`config.mk`:
```
export PLATFORM = sky130hd
export DESIGN_NAME = passageway_chain_monitor
export DESIGN_NICKNAME = d
export VERILOG_FILES = /design/src/rtl/passageway_pkg.sv /design/src/rtl/sat_counter.sv /design/src/rtl/passageway_chain_monitor.sv
export SDC_FILE = /design/constraint.sdc
export NUM_CORES = 1
export LEC_CHECK = 0
export ABC_AREA = 1
export CAP_MARGIN = 20
export CORE_MARGIN = 2
export CORE_UTILIZATION = 40
export CTS_CLUSTER_DIAMETER = 30
export DETAILED_ROUTE_END_ITERATION = 6
export HOLD_SLACK_MARGIN = 0.05
export PLACE_DENSITY = 0.62
export SYNTH_ARGS = -nofsm -noshare
export SYNTH_HDL_FRONTEND = slang
export SYNTH_SLANG_ARGS = --single-unit
export TNS_END_PERCENT = 5
```
`constraint.sdc`:
```
create_clock -name clk -period 3.96 [get_ports clk]
set_input_delay 0.792 -clock clk [delete_from_list [all_inputs] [get_ports clk]]
set_output_delay 0.792 -clock clk [all_outputs]
set_load 0.01 [all_outputs]
```
`src/rtl/passageway_pkg.sv`:
```
`default_nettype none
// ============================================================================
// Module      : passageway_pkg
// Description : Shared types and helpers for the passageway chain monitor.
// Revision    : 1.0 - initial release
// ============================================================================
package passageway_pkg;

    localparam int c_MAX_ZONES = 64;
    localparam int c_IDX_W     = $clog2(c_MAX_ZONES);

    typedef enum logic [1:0] {
        MODE_CLOSED   = 2'd0,
        MODE_OPEN     = 2'd1,
        MODE_DOORSTEP = 2'd2
    } mode_t;

    typedef enum logic [2:0] {
        ERR_NONE   = 3'd0,
        ERR_ONEHOT = 3'd1,
        ERR_CLOSED = 3'd2,
        ERR_OPEN   = 3'd3,
        ERR_STEP   = 3'd4,
        ERR_LAST   = 3'd5
    } err_cause_t;

    // Callers zero-extend their zone vector to c_MAX_ZONES bits.
    function automatic logic onehot_ok(input logic [c_MAX_ZONES-1:0] v);
        int unsigned n;
        n = 0;
        for (int i = 0; i < c_MAX_ZONES; i++) begin
            n += 32'(v[i]);
        end
        return (n == 1);
    endfunction

    function automatic logic [c_IDX_W-1:0] lowest_index(input logic [c_MAX_ZONES-1:0] v);
        logic [c_IDX_W-1:0] idx;
        idx = '0;
        for (int i = c_MAX_ZONES - 1; i >= 0; i--) begin
            if (v[i]) begin
                idx = c_IDX_W'(i);
            end
        end
        return idx;
    endfunction

endpackage
`default_nettype wire

```
`src/rtl/sat_counter.sv`:
```
`default_nettype none
// ============================================================================
// Module      : sat_counter
// Description : Up-counter that stops at MAX; synchronous active-high reset.
// Revision    : 1.0 - initial release
// ============================================================================
module sat_counter #(
    parameter int W   = 4,
    parameter int MAX = 15
) (
    input  logic         clk,
    input  logic         rst,
    input  logic         i_inc,
    output logic [W-1:0] o_count
);

    logic [W-1:0] r_count;

    always_ff @(posedge clk) begin
        if (rst) begin
            r_count <= '0;
        end else if (i_inc && (r_count != W'(MAX))) begin
            r_count <= r_count + W'(1);
        end
    end

    assign o_count = r_count;

endmodule
`default_nettype wire

```
`src/rtl/passageway_chain_monitor.sv`:
```
`default_nettype none
// ============================================================================
// Module      : passageway_chain_monitor
// Description : Tracks zone/door mode of an N-zone passageway SUT, latches
//               the first rule violation and flags the reach objective.
// Revision    : 1.0 - initial release
// ============================================================================
module passageway_chain_monitor
    import passageway_pkg::*;
#(
    parameter  int NZONES        = 4,
    parameter  int TARGET        = NZONES - 1,
    parameter  int MAX_FAULTS    = 1,
    parameter  int DEADLINE      = 32,
    parameter  int STRICT_ONEHOT = 1,
    localparam int ZW            = $clog2(NZONES),
    localparam int SW            = $clog2(DEADLINE + 2)
) (
    input  logic              clk,
    input  logic              rst,
    input  logic              iup,
    input  logic              iright,
    input  logic [NZONES-1:0] controllable_zone,
    input  logic              controllable_open,
    input  logic              controllable_doorstep,
    input  logic              controllable_fault,
    output logic              error,
    output logic [2:0]        err_cause,
    output logic              objective,
    output logic [ZW-1:0]     zone,
    output logic [SW-1:0]     steps
);

    localparam int c_FW = $clog2(MAX_FAULTS + 1);

    logic                   r_notfirst;
    mode_t                  r_mode;
    mode_t                  w_mode_next;
    logic [ZW-1:0]          r_zone;
    logic [ZW-1:0]          w_zone_next;
    logic                   r_error;
    err_cause_t             r_cause;
    err_cause_t             w_cause;
    logic [c_MAX_ZONES-1:0] w_zone_ext;
    logic                   w_onehot;
    logic [c_IDX_W-1:0]     w_low;
    logic                   w_cur_bit;
    logic                   w_nxt_bit;
    logic                   w_at_last;
    logic [c_FW-1:0]        w_fault_cnt;
    logic                   w_fault;
    logic [SW-1:0]          w_steps;

    assign w_zone_ext = c_MAX_ZONES'(controllable_zone);
    assign w_onehot   = onehot_ok(w_zone_ext);
    assign w_low      = lowest_index(w_zone_ext);
    assign w_cur_bit  = |(controllable_zone & (NZONES'(1) << r_zone));
    assign w_nxt_bit  = |(controllable_zone & (NZONES'(2) << r_zone));
    assign w_at_last  = (r_zone == ZW'(NZONES - 1));

    sat_counter #(.W(SW), .MAX((2 ** SW) - 1)) u_step_cnt (
        .clk     (clk),
        .rst     (rst),
        .i_inc   (r_notfirst),
        .o_count (w_steps)
    );

    sat_counter #(.W(c_FW), .MAX(MAX_FAULTS)) u_fault_cnt (
        .clk     (clk),
        .rst     (rst),
        .i_inc   (r_notfirst & controllable_fault),
        .o_count (w_fault_cnt)
    );

    assign w_fault = (w_fault_cnt == c_FW'(MAX_FAULTS));

    always_comb begin
        w_mode_next = MODE_CLOSED;
        w_zone_next = r_zone;
        w_cause     = ERR_NONE;

        if (controllable_open) begin
            w_mode_next = controllable_doorstep ? MODE_DOORSTEP : MODE_OPEN;
        end

        // A malformed zone report never moves the tracked zone.
        if (w_onehot) begin
            if (w_low == '0) begin
                w_zone_next = '0;
            end else if ((int'(w_low) == int'(r_zone) + 1) && (r_mode == MODE_DOORSTEP)) begin
                w_zone_next = ZW'(w_low);
            end else if (int'(w_low) == int'(r_zone) - 1) begin
                w_zone_next = ZW'(w_low);
            end
        end

        if ((STRICT_ONEHOT != 0) && !w_onehot) begin
            w_cause = ERR_ONEHOT;
        end else if ((r_mode == MODE_CLOSED) && iup && controllable_open) begin
            w_cause = ERR_CLOSED;
        end else if ((r_mode == MODE_OPEN) && !iright && controllable_doorstep && w_cur_bit) begin
            w_cause = ERR_OPEN;
        end else if ((r_mode == MODE_DOORSTEP) && !w_at_last && (iright != w_nxt_bit)) begin
            w_cause = ERR_STEP;
        end else if ((r_mode == MODE_DOORSTEP) && w_at_last && iright) begin
            w_cause = ERR_LAST;
        end
    end

    always_ff @(posedge clk) begin
        if (rst) begin
            r_notfirst <= 1'b0;
            r_mode     <= MODE_CLOSED;
            r_zone     <= '0;
            r_error    <= 1'b0;
            r_cause    <= ERR_NONE;
        end else if (!r_notfirst) begin
            r_notfirst <= 1'b1;
        end else begin
            r_mode <= w_mode_next;
            r_zone <= w_zone_next;
            if (!r_error && (w_cause != ERR_NONE)) begin
                r_error <= 1'b1;
                r_cause <= w_cause;
            end
        end
    end

    assign error     = r_error;
    assign err_cause = r_cause;
    assign zone      = r_zone;
    assign steps     = w_steps;
    assign objective = r_notfirst & ~w_fault & ~r_error
                     & (r_zone == ZW'(TARGET))
                     & (32'(w_steps) <= 32'(DEADLINE));

endmodule
`default_nettype wire

```
==> parameters.txt, run 1 <==
Parameter                              Value

Outcome
  Outcome    completed

Cells and area
  Nets    204
  Synthesis-to-finish area growth    27.5%
  Antenna diode count    0
  Non-Filler Instances    213
  Fill cells    around 270
  Fraction of final layout cells with drive strength greater than 1    0.158
  Design area    around 0.0014 mm^2

Routing
  Post-detailed-route count of antenna-violating nets    0
  WL final    about 2.3 mm
  Drc violations    0
  Vias post-DR    about 1000
  Drt first-iter violations    31
  Pre-Repair DR Iteration Count    4
  Vias per std cell    approximately 5
  Drt wl/cell    ~11 um

Clock tree
  Clk Tree Root Cell    sky130_fd_sc_hd__clkbuf_4
  Clock buffers created by TritonCTS    3
  Worst skew pair latency    0.29 ns
  CTS hold repair buffers    0
  Htree depth    1
  # Post-CTS Setup Buffers    0
  TritonCTS sink count    16
  Clk pin slew, worst setup/hold paths    around 0.1 ns
  Clock tree buffer depth    2
  TritonCTS clock tree    done
  Number of gates resized after CTS    0

Hold path
  Destination of the worst hold path    r_mode[1]$_SDFFE_PP0P_
  Path class of the lowest-slack min-delay path    reg2reg
  Hold path start    r_mode[1]$_SDFFE_PP0P_
  Count of cells along the worst hold path    2

Synthesis
  Synth Cell Area    between 0.001 and 0.0015 mm^2
  Arithmetic-cell share of the synthesized area counting full adders, half adders and majority gates    0.110
  Xor/xnor share of the synthesized area    0.0161
  Number of instances in the synthesized netlist    157
  Share of Yosys cell area claimed by the top area cell type    0.294
  Number of distinct standard cells referenced by the synthesized netlist    23
  Multiplexer share of the synthesized area    0
  Mean post-synth cell area    a little under 7 um^2
  Area fraction in compound gates after synthesis    0.0954
  Synthesized-area fraction occupied by and/or/nand/nor cells    0.386
  Sequential element share of the synthesized area    0.294
  Seq cells post-synth    16
  Dominant combinational cell family by area after synthesis    simple AND/OR/NAND/NOR gates
  Number of warnings reported in the yosys synthesis log    0
  Top cell type by total area after synthesis    sky130_fd_sc_hd__dfxtp_1
  Synth top area cells    sky130_fd_sc_hd__dfxtp_1 29%, sky130_fd_sc_hd__nand2_1 13%, sky130_fd_sc_hd__ha_1 9.2%, sky130_fd_sc_hd__nand3_1 7.8%, sky130_fd_sc_hd__inv_1 6.9%
  Mapped Nets    roughly 180

Global routing
  All-layer global routing usage    0.158
  Number of global-route vias before repair    ~980
  Global-route wire length before repair    4.07 mm
  Largest net degree at the start of global routing    10
  GRT Residual Overflow    0
  Number of antenna violations at the first check in global routing    0

Placement
  Count of input and output buffers    23
  Minimum setup slack after placement    0.663 ns
  DP Cell Count    about 210
  Gp weighted congestion    roughly 0.79
  Detailed placement HPWL    around 1.9 mm
  Cell area after placement    between 0.001 and 0.0015 mm^2

Timing
  Final Hold Viols    0
  Setup violation total in the final timing report    0
  Achievable clock frequency    336 MHz
  Unrepaired setup endpoints after global routing    no
  Setup WS post-layout    0.984 ns
  Transition time at the pin with the least slew margin    0.354 ns
  Shortest clock period the worst path allows after layout    between 2 and 3 ns
  Total negative slack    0 ns
  Relative max-transition margin    0.763
  Portion of the clock cycle consumed by the worst path in the final layout    0.752
  Slew Limit Fails    0
  Clock tree skew after final layout    0.00824 ns

Pwr
  Part of the power in registers    0.452
  Post-route total power    about 390 uW
  Total net switching power    between 100 and 150 uW
  Worst IR drop on VDD    279 uV
  Part of the total power dissipated in combinational logic    0.272
  Cell leakage power    ~0.00062 uW
  Switching Share    0.304
  Clock share of power    0.276
  Pint    275 uW
  Total power divided by cell area    284 mW/mm^2

Critical path
  FF-to-FF setup slack    about 2.3 ns
  Worst reg2reg endpoint    zone[1]$_SDFFE_PP0P_
  Critical path startpoint category    input port
  Setup Crit Path Kind    in2reg
  Kind of end point of the critical path    flop
  Peak fanout along the critical path    4
  Worst endpoint data arrival time    ~3.2 ns
  Worst R2R Path Depth    10
  Startpoint of the lowest-slack register-to-register path    zone[0]$_SDFFE_PP0P_
  Crit path required time    between 4 and 5 ns

Die
  Number of primary I/O pins    24
  Full die area    0.00315 mm^2
  Area inside the core boundary    around 0.0025 mm^2
  Starting density of the core    0.432
  Die width    56.2 um
  Vertical die dimension    roughly 56 um
  Std-Cell Rows    18

Job
  Maximum Capacitance Violations    0
[critical path, cell delays in order]
cell,delay [ns]
sky130_fd_sc_hd__clkdlybuf4s50_1,0.52
sky130_fd_sc_hd__inv_1,0.11
sky130_fd_sc_hd__fa_1,0.53
sky130_fd_sc_hd__inv_1,0.04
sky130_fd_sc_hd__ha_1,0.17
sky130_fd_sc_hd__ha_1,0.29
sky130_fd_sc_hd__nor3_2,0.25
sky130_fd_sc_hd__nand3_1,0.10
sky130_fd_sc_hd__nand2_1,0.14
sky130_fd_sc_hd__nand2_2,0.07
sky130_fd_sc_hd__o21ai_1,0.11
sky130_fd_sc_hd__inv_1,0.05
[power by group through the flow]
stage	combinational, uW	sequential (uW)	clock [uW]
4_1_cts	108	178	112
3_5_place_dp	108	182	0
6_report	107	178	109
3_3_place_gp	105	182	0
5_1_grt	122	180	118
2_1_floorplan	65.9	184	0
[worst max path at each step]
stage                         startpoint                  to  slack, ns  cells past startpoint
global placement    controllable_zone[0]  error$_SDFFE_PP0P_       0.71                     12
detailed placement  controllable_zone[0]  error$_SDFFE_PP0P_       0.66                     12
finish              controllable_zone[0]  error$_SDFFE_PP0P_       0.98                     12
floorplan           controllable_zone[0]  error$_SDFFE_PP0P_       1.34                     11
CTS                 controllable_zone[0]  error$_SDFFE_PP0P_       0.97                     12
global route        controllable_zone[0]  error$_SDFFE_PP0P_       0.79                     12
[cell usage in the layout, fill, tap and decap left out]
cell	instances
sky130_fd_sc_hd__nand2_1	39
sky130_fd_sc_hd__clkdlybuf4s50_1	23
sky130_fd_sc_hd__inv_1	20
sky130_fd_sc_hd__nand3_1	17
sky130_fd_sc_hd__dfxtp_1	16
sky130_fd_sc_hd__a21oi_1	11
sky130_fd_sc_hd__nand2_2	8
sky130_fd_sc_hd__ha_1	8
sky130_fd_sc_hd__inv_2	6
sky130_fd_sc_hd__nand4_1	5
sky130_fd_sc_hd__nor2_2	5
sky130_fd_sc_hd__nor2_1	5
sky130_fd_sc_hd__o21ai_1	3
sky130_fd_sc_hd__clkbuf_4	3
sky130_fd_sc_hd__nand3b_1	2
sky130_fd_sc_hd__nor3_2	2
sky130_fd_sc_hd__a21oi_2	2
sky130_fd_sc_hd__clkinv_1	1
sky130_fd_sc_hd__nor3_4	1
sky130_fd_sc_hd__a21oi_4	1
sky130_fd_sc_hd__nor4_1	1
sky130_fd_sc_hd__xnor2_1	1
sky130_fd_sc_hd__xor2_1	1
sky130_fd_sc_hd__fa_1	1
sky130_fd_sc_hd__clkbuf_8	1
[logic make-up after synthesis]
kind of cell	after synthesis
AO/OA/AOI/OAI	17
adder cells (fa/ha/maj)	9
AND/OR/NAND/NOR	85
buffers and inverters	28
flip-flops	16
XOR/XNOR	2
[flip-flops by register name, summed over array words and instances (netlist names)]
register / cells
r_notfirst: 1
err_cause: 3
error: 1
zone: 2
u_fault_cnt.o_count: 1
r_mode: 2
u_step_cnt.o_count: 6
[per-layer routing]
metal / vias to the layer above / GRT usage / routed length (um)
met5: - / 0 / 0
met4: 0 / 0.0306 / 21
met3: 4 / 0.0488 / 119
met2: 20 / 0.271 / 1100
met1: 467 / 0.196 / 1090
li1: 555 / - / -
[cells in the mapped netlist]
master                     instances
sky130_fd_sc_hd__nor4_1            1
sky130_fd_sc_hd__nand3b_1          2
sky130_fd_sc_hd__nor3_2            2
sky130_fd_sc_hd__xnor2_1           1
sky130_fd_sc_hd__clkinv_1          1
sky130_fd_sc_hd__inv_1            20
sky130_fd_sc_hd__o21ai_1           3
sky130_fd_sc_hd__a21oi_4           1
sky130_fd_sc_hd__a21oi_2           2
sky130_fd_sc_hd__nand2_1          39
sky130_fd_sc_hd__nand4_1           5
sky130_fd_sc_hd__buf_2             1
sky130_fd_sc_hd__dfxtp_1          16
sky130_fd_sc_hd__xor2_1            1
sky130_fd_sc_hd__a21oi_1          11
sky130_fd_sc_hd__nand2_2           8
sky130_fd_sc_hd__ha_1              8
sky130_fd_sc_hd__nand3_1          17
sky130_fd_sc_hd__nor2_2            5
sky130_fd_sc_hd__fa_1              1
sky130_fd_sc_hd__nor3_4            1
sky130_fd_sc_hd__inv_2             6
sky130_fd_sc_hd__nor2_1            5
[final cells by class]
type | count | area (um^2) | area share
Multi-Input combinational cell | 113 | 662 | 0.477
Sequential cell | 16 | 320 | 0.231
Timing Repair Buffer | 23 | 230 | 0.166
Inverter | 27 | 101 | 0.0730
Tap cell | 30 | 37.5 | 0.0271
Clock buffer | 4 | 36.3 | 0.0261
[per-stage QoR]
| step | hold WS [ns] | util |
|---|---|---|
| 2_1_floorplan | 0.436 | - |
| 3_3_place_gp | 0.467 | 0.536 |
| 3_5_place_dp | 0.469 | 0.536 |
| 4_1_cts | 0.484 | 0.550 |
| 5_1_grt | 0.508 | 0.550 |
| 6_report | 0.478 | 0.550 |
Power figures use the tool's default switching activity.
==> run 2: changes to the inputs <==
==> constraint.sdc (replaced) <==
create_clock -name clk -period 2.8 [get_ports clk]
set_input_delay 0.56 -clock clk [delete_from_list [all_inputs] [get_ports clk]]
set_output_delay 0.56 -clock clk [all_outputs]
set_load 0.01 [all_outputs]
==> run 2 against run 1 <==
  * Via count shrank 0.19%
  * Clock skew is 0.0019 ns lower
  * Die area stayed put
  * Utilization is 2.2 points higher
  * Total power increased by 45%
  * Non-clock buffer count grew 7
  * Wire length increased by 6.7%
  * Worst setup slack worse by 0.80 ns
  * Worst hold slack better by 0.0089 ns
  * Sequential cell count unchanged
==> parameters.txt, run 2 (synthesis results as in run 1) <==
Parameter                              Value

Outcome
  Outcome    completed

Routing
  Drt wl/cell    11.3 um (+3.3%)
  Pre-Repair DR Iteration Count    4 (unchanged)
  Vias post-DR    1044 (-0.19%)
  Drc violations    0 (unchanged)
  Post-detailed-route count of antenna-violating nets    0 (unchanged)
  Vias per std cell    4.75 (-3.4%)
  Drt first-iter violations    19 (-39%)
  WL final    2.49 mm (+6.7%)

Critical path
  Crit path required time    2.99 ns (-1.17 ns)
  Worst endpoint data arrival time    2.80 ns (-0.37 ns)
  Peak fanout along the critical path    4 (unchanged)
  Setup Crit Path Kind    in2reg
  Kind of end point of the critical path    flop
  Critical path startpoint category    input port

Global routing
  All-layer global routing usage    0.170 (+0.0118)
  Number of antenna violations at the first check in global routing    0 (unchanged)
  Global-route wire length before repair    4.34 mm (+6.6%)
  GRT Residual Overflow    0 (unchanged)
  Largest net degree at the start of global routing    10 (unchanged)
  Number of global-route vias before repair    978 (-0.10%)

Cells and area
  Area of the multi-input gates    664 um^2 (+0.38%)
  Antenna diode count    0 (unchanged)
  Nets    211 (+3.4%)
  Largest register FFs    6 (unchanged)
  Most common cell after layout, fill and taps aside    sky130_fd_sc_hd__nand2_1
  Fraction of final layout cells with drive strength greater than 1    0.195 (+0.0363)
  Synthesis-to-finish area growth    32.5%
  Area used by sequential logic in the layout    320 um^2 (unchanged)
  Leading cell types in the layout, fill and taps excluded    38 x sky130_fd_sc_hd__nand2_1, 23 x sky130_fd_sc_hd__clkdlybuf4s50_1, 20 x sky130_fd_sc_hd__inv_1
  Design area    0.00144 mm^2 (+4.0%)
  Non-Filler Instances    220 (+3.3%)
  Fill cells    263 (-3.0%)

Clock tree
  Clk pin slew, worst setup/hold paths    0.10 ns (about the same)
  CTS hold repair buffers    0 (unchanged)
  Htree depth    1 (unchanged)
  Clock buffers created by TritonCTS    3 (unchanged)
  Number of gates resized after CTS    0 (unchanged)
  TritonCTS sink count    16 (unchanged)
  # Post-CTS Setup Buffers    0 (unchanged)
  Clock tree buffer depth    2 (unchanged)
  TritonCTS clock tree    done
  Worst skew pair latency    0.29 ns (about the same)
  Clk Tree Root Cell    sky130_fd_sc_hd__clkbuf_4

Pwr
  Post-route total power    572 uW (+45%)
  Total power divided by cell area    396 mW/mm^2 (+39%)
  Cell leakage power    0.000654 uW (+5.5%)
  Worst IR drop on VDD    360 uV (+29%)

Placement
  Cell area after placement    0.00140 mm^2 (+3.9%)
  Minimum setup slack after placement    -0.202 ns (-0.865 ns)
  DP Cell Count    216 (+3.3%)
  Detailed placement HPWL    2.02 mm (+5.8%)
  Gp weighted congestion    0.845 (+7.3%)
  Count of input and output buffers    23 (unchanged)

Hold path
  Path class of the lowest-slack min-delay path    reg2reg

Die
  Die width    56.2 um (unchanged)
  Starting density of the core    0.432 (unchanged)
  Area inside the core boundary    0.00252 mm^2 (unchanged)
  Std-Cell Rows    18 (unchanged)
  Vertical die dimension    56.2 um (unchanged)
  Full die area    0.00315 mm^2 (unchanged)
  Number of primary I/O pins    24 (unchanged)

Timing
  Shortest clock period the worst path allows after layout    about 2.6 ns
  Setup violation total in the final timing report    0 (unchanged)
  Slew Limit Fails    0 (unchanged)
  Setup WS post-layout    0.188 ns (-0.796 ns)
  Achievable clock frequency    around 380 MHz
  Relative max-transition margin    0.762 (-0.00102)
  Final Hold Viols    0 (unchanged)
  Unrepaired setup endpoints after global routing    no
  Transition time at the pin with the least slew margin    0.356 ns (+0.00152 ns)
  Clock tree skew after final layout    0.00636 ns (-0.00188 ns)
  Portion of the clock cycle consumed by the worst path in the final layout    0.933

Job
  Maximum Capacitance Violations    0 (unchanged)
[run 2: cell types whose count changed in the layout (fill, tap and decap cells not counted), sizes merged]
cell | before | now
buf | 0 | 7
[run 2: critical path, cell delays in order]
cell and delay, ns:
sky130_fd_sc_hd__clkdlybuf4s50_1 0.47, sky130_fd_sc_hd__inv_1 0.07, sky130_fd_sc_hd__fa_1 0.53, sky130_fd_sc_hd__inv_1 0.04, sky130_fd_sc_hd__ha_1 0.17, sky130_fd_sc_hd__ha_1 0.29
sky130_fd_sc_hd__nor4_1 0.36, sky130_fd_sc_hd__nand2_2 0.12, sky130_fd_sc_hd__nor2_1 0.13, sky130_fd_sc_hd__nor2_2 0.05
[run 2: layout make-up]
class,count,area share
Multi-Input combinational cell,113,0.461
Sequential cell,16,0.222
Timing Repair Buffer,30,0.196
Inverter,27,0.0703
Tap cell,30,0.0260
Clock buffer,4,0.0252
[run 2: routing by layer]
metal	global-route usage	share of wire
met1	0.226	0.49
met3	0.0535	0.044
met4	0.0204	0.0048
met5	0	0
met2	0.277	0.46
[run 2: power breakdown]
part / total, uW / internal (uW) / switching [uW]
Combinational: 165 / 77.9 / 86.6
Sequential: 252 / 240 / 12.1
Clock: 155 / 79.1 / 75.6
Total: 572 / 397 / 174
[run 2: metrics by stage]
step,utilization,hold slack (ns),setup TNS (ns)
after floorplan,-,0.436,0
after global placement,0.557,0.467,-0.532
after detailed placement,0.557,0.473,-0.801
after CTS,0.571,0.490,0
after global routing,0.572,0.515,0
final,0.572,0.487,0
[run 2: path summary, 6_finish.rpt]
| kind | end | slack, ns | startpoint | cells after the start |
|---|---|---|---|---|
| hold reg to reg | err_cause[1]$_SDFFE_PP0P_ | 0.49 | err_cause[1]$_SDFFE_PP0P_ | 2 |
| hold / removal | err_cause[1]$_SDFFE_PP0P_ | 0.49 | err_cause[1]$_SDFFE_PP0P_ | 2 |
| setup reg to reg | zone[1]$_SDFFE_PP0P_ | 1.16 | zone[0]$_SDFFE_PP0P_ | 10 |
| setup / recovery | zone[1]$_SDFFE_PP0P_ | 0.19 | controllable_zone[0] | 10 |
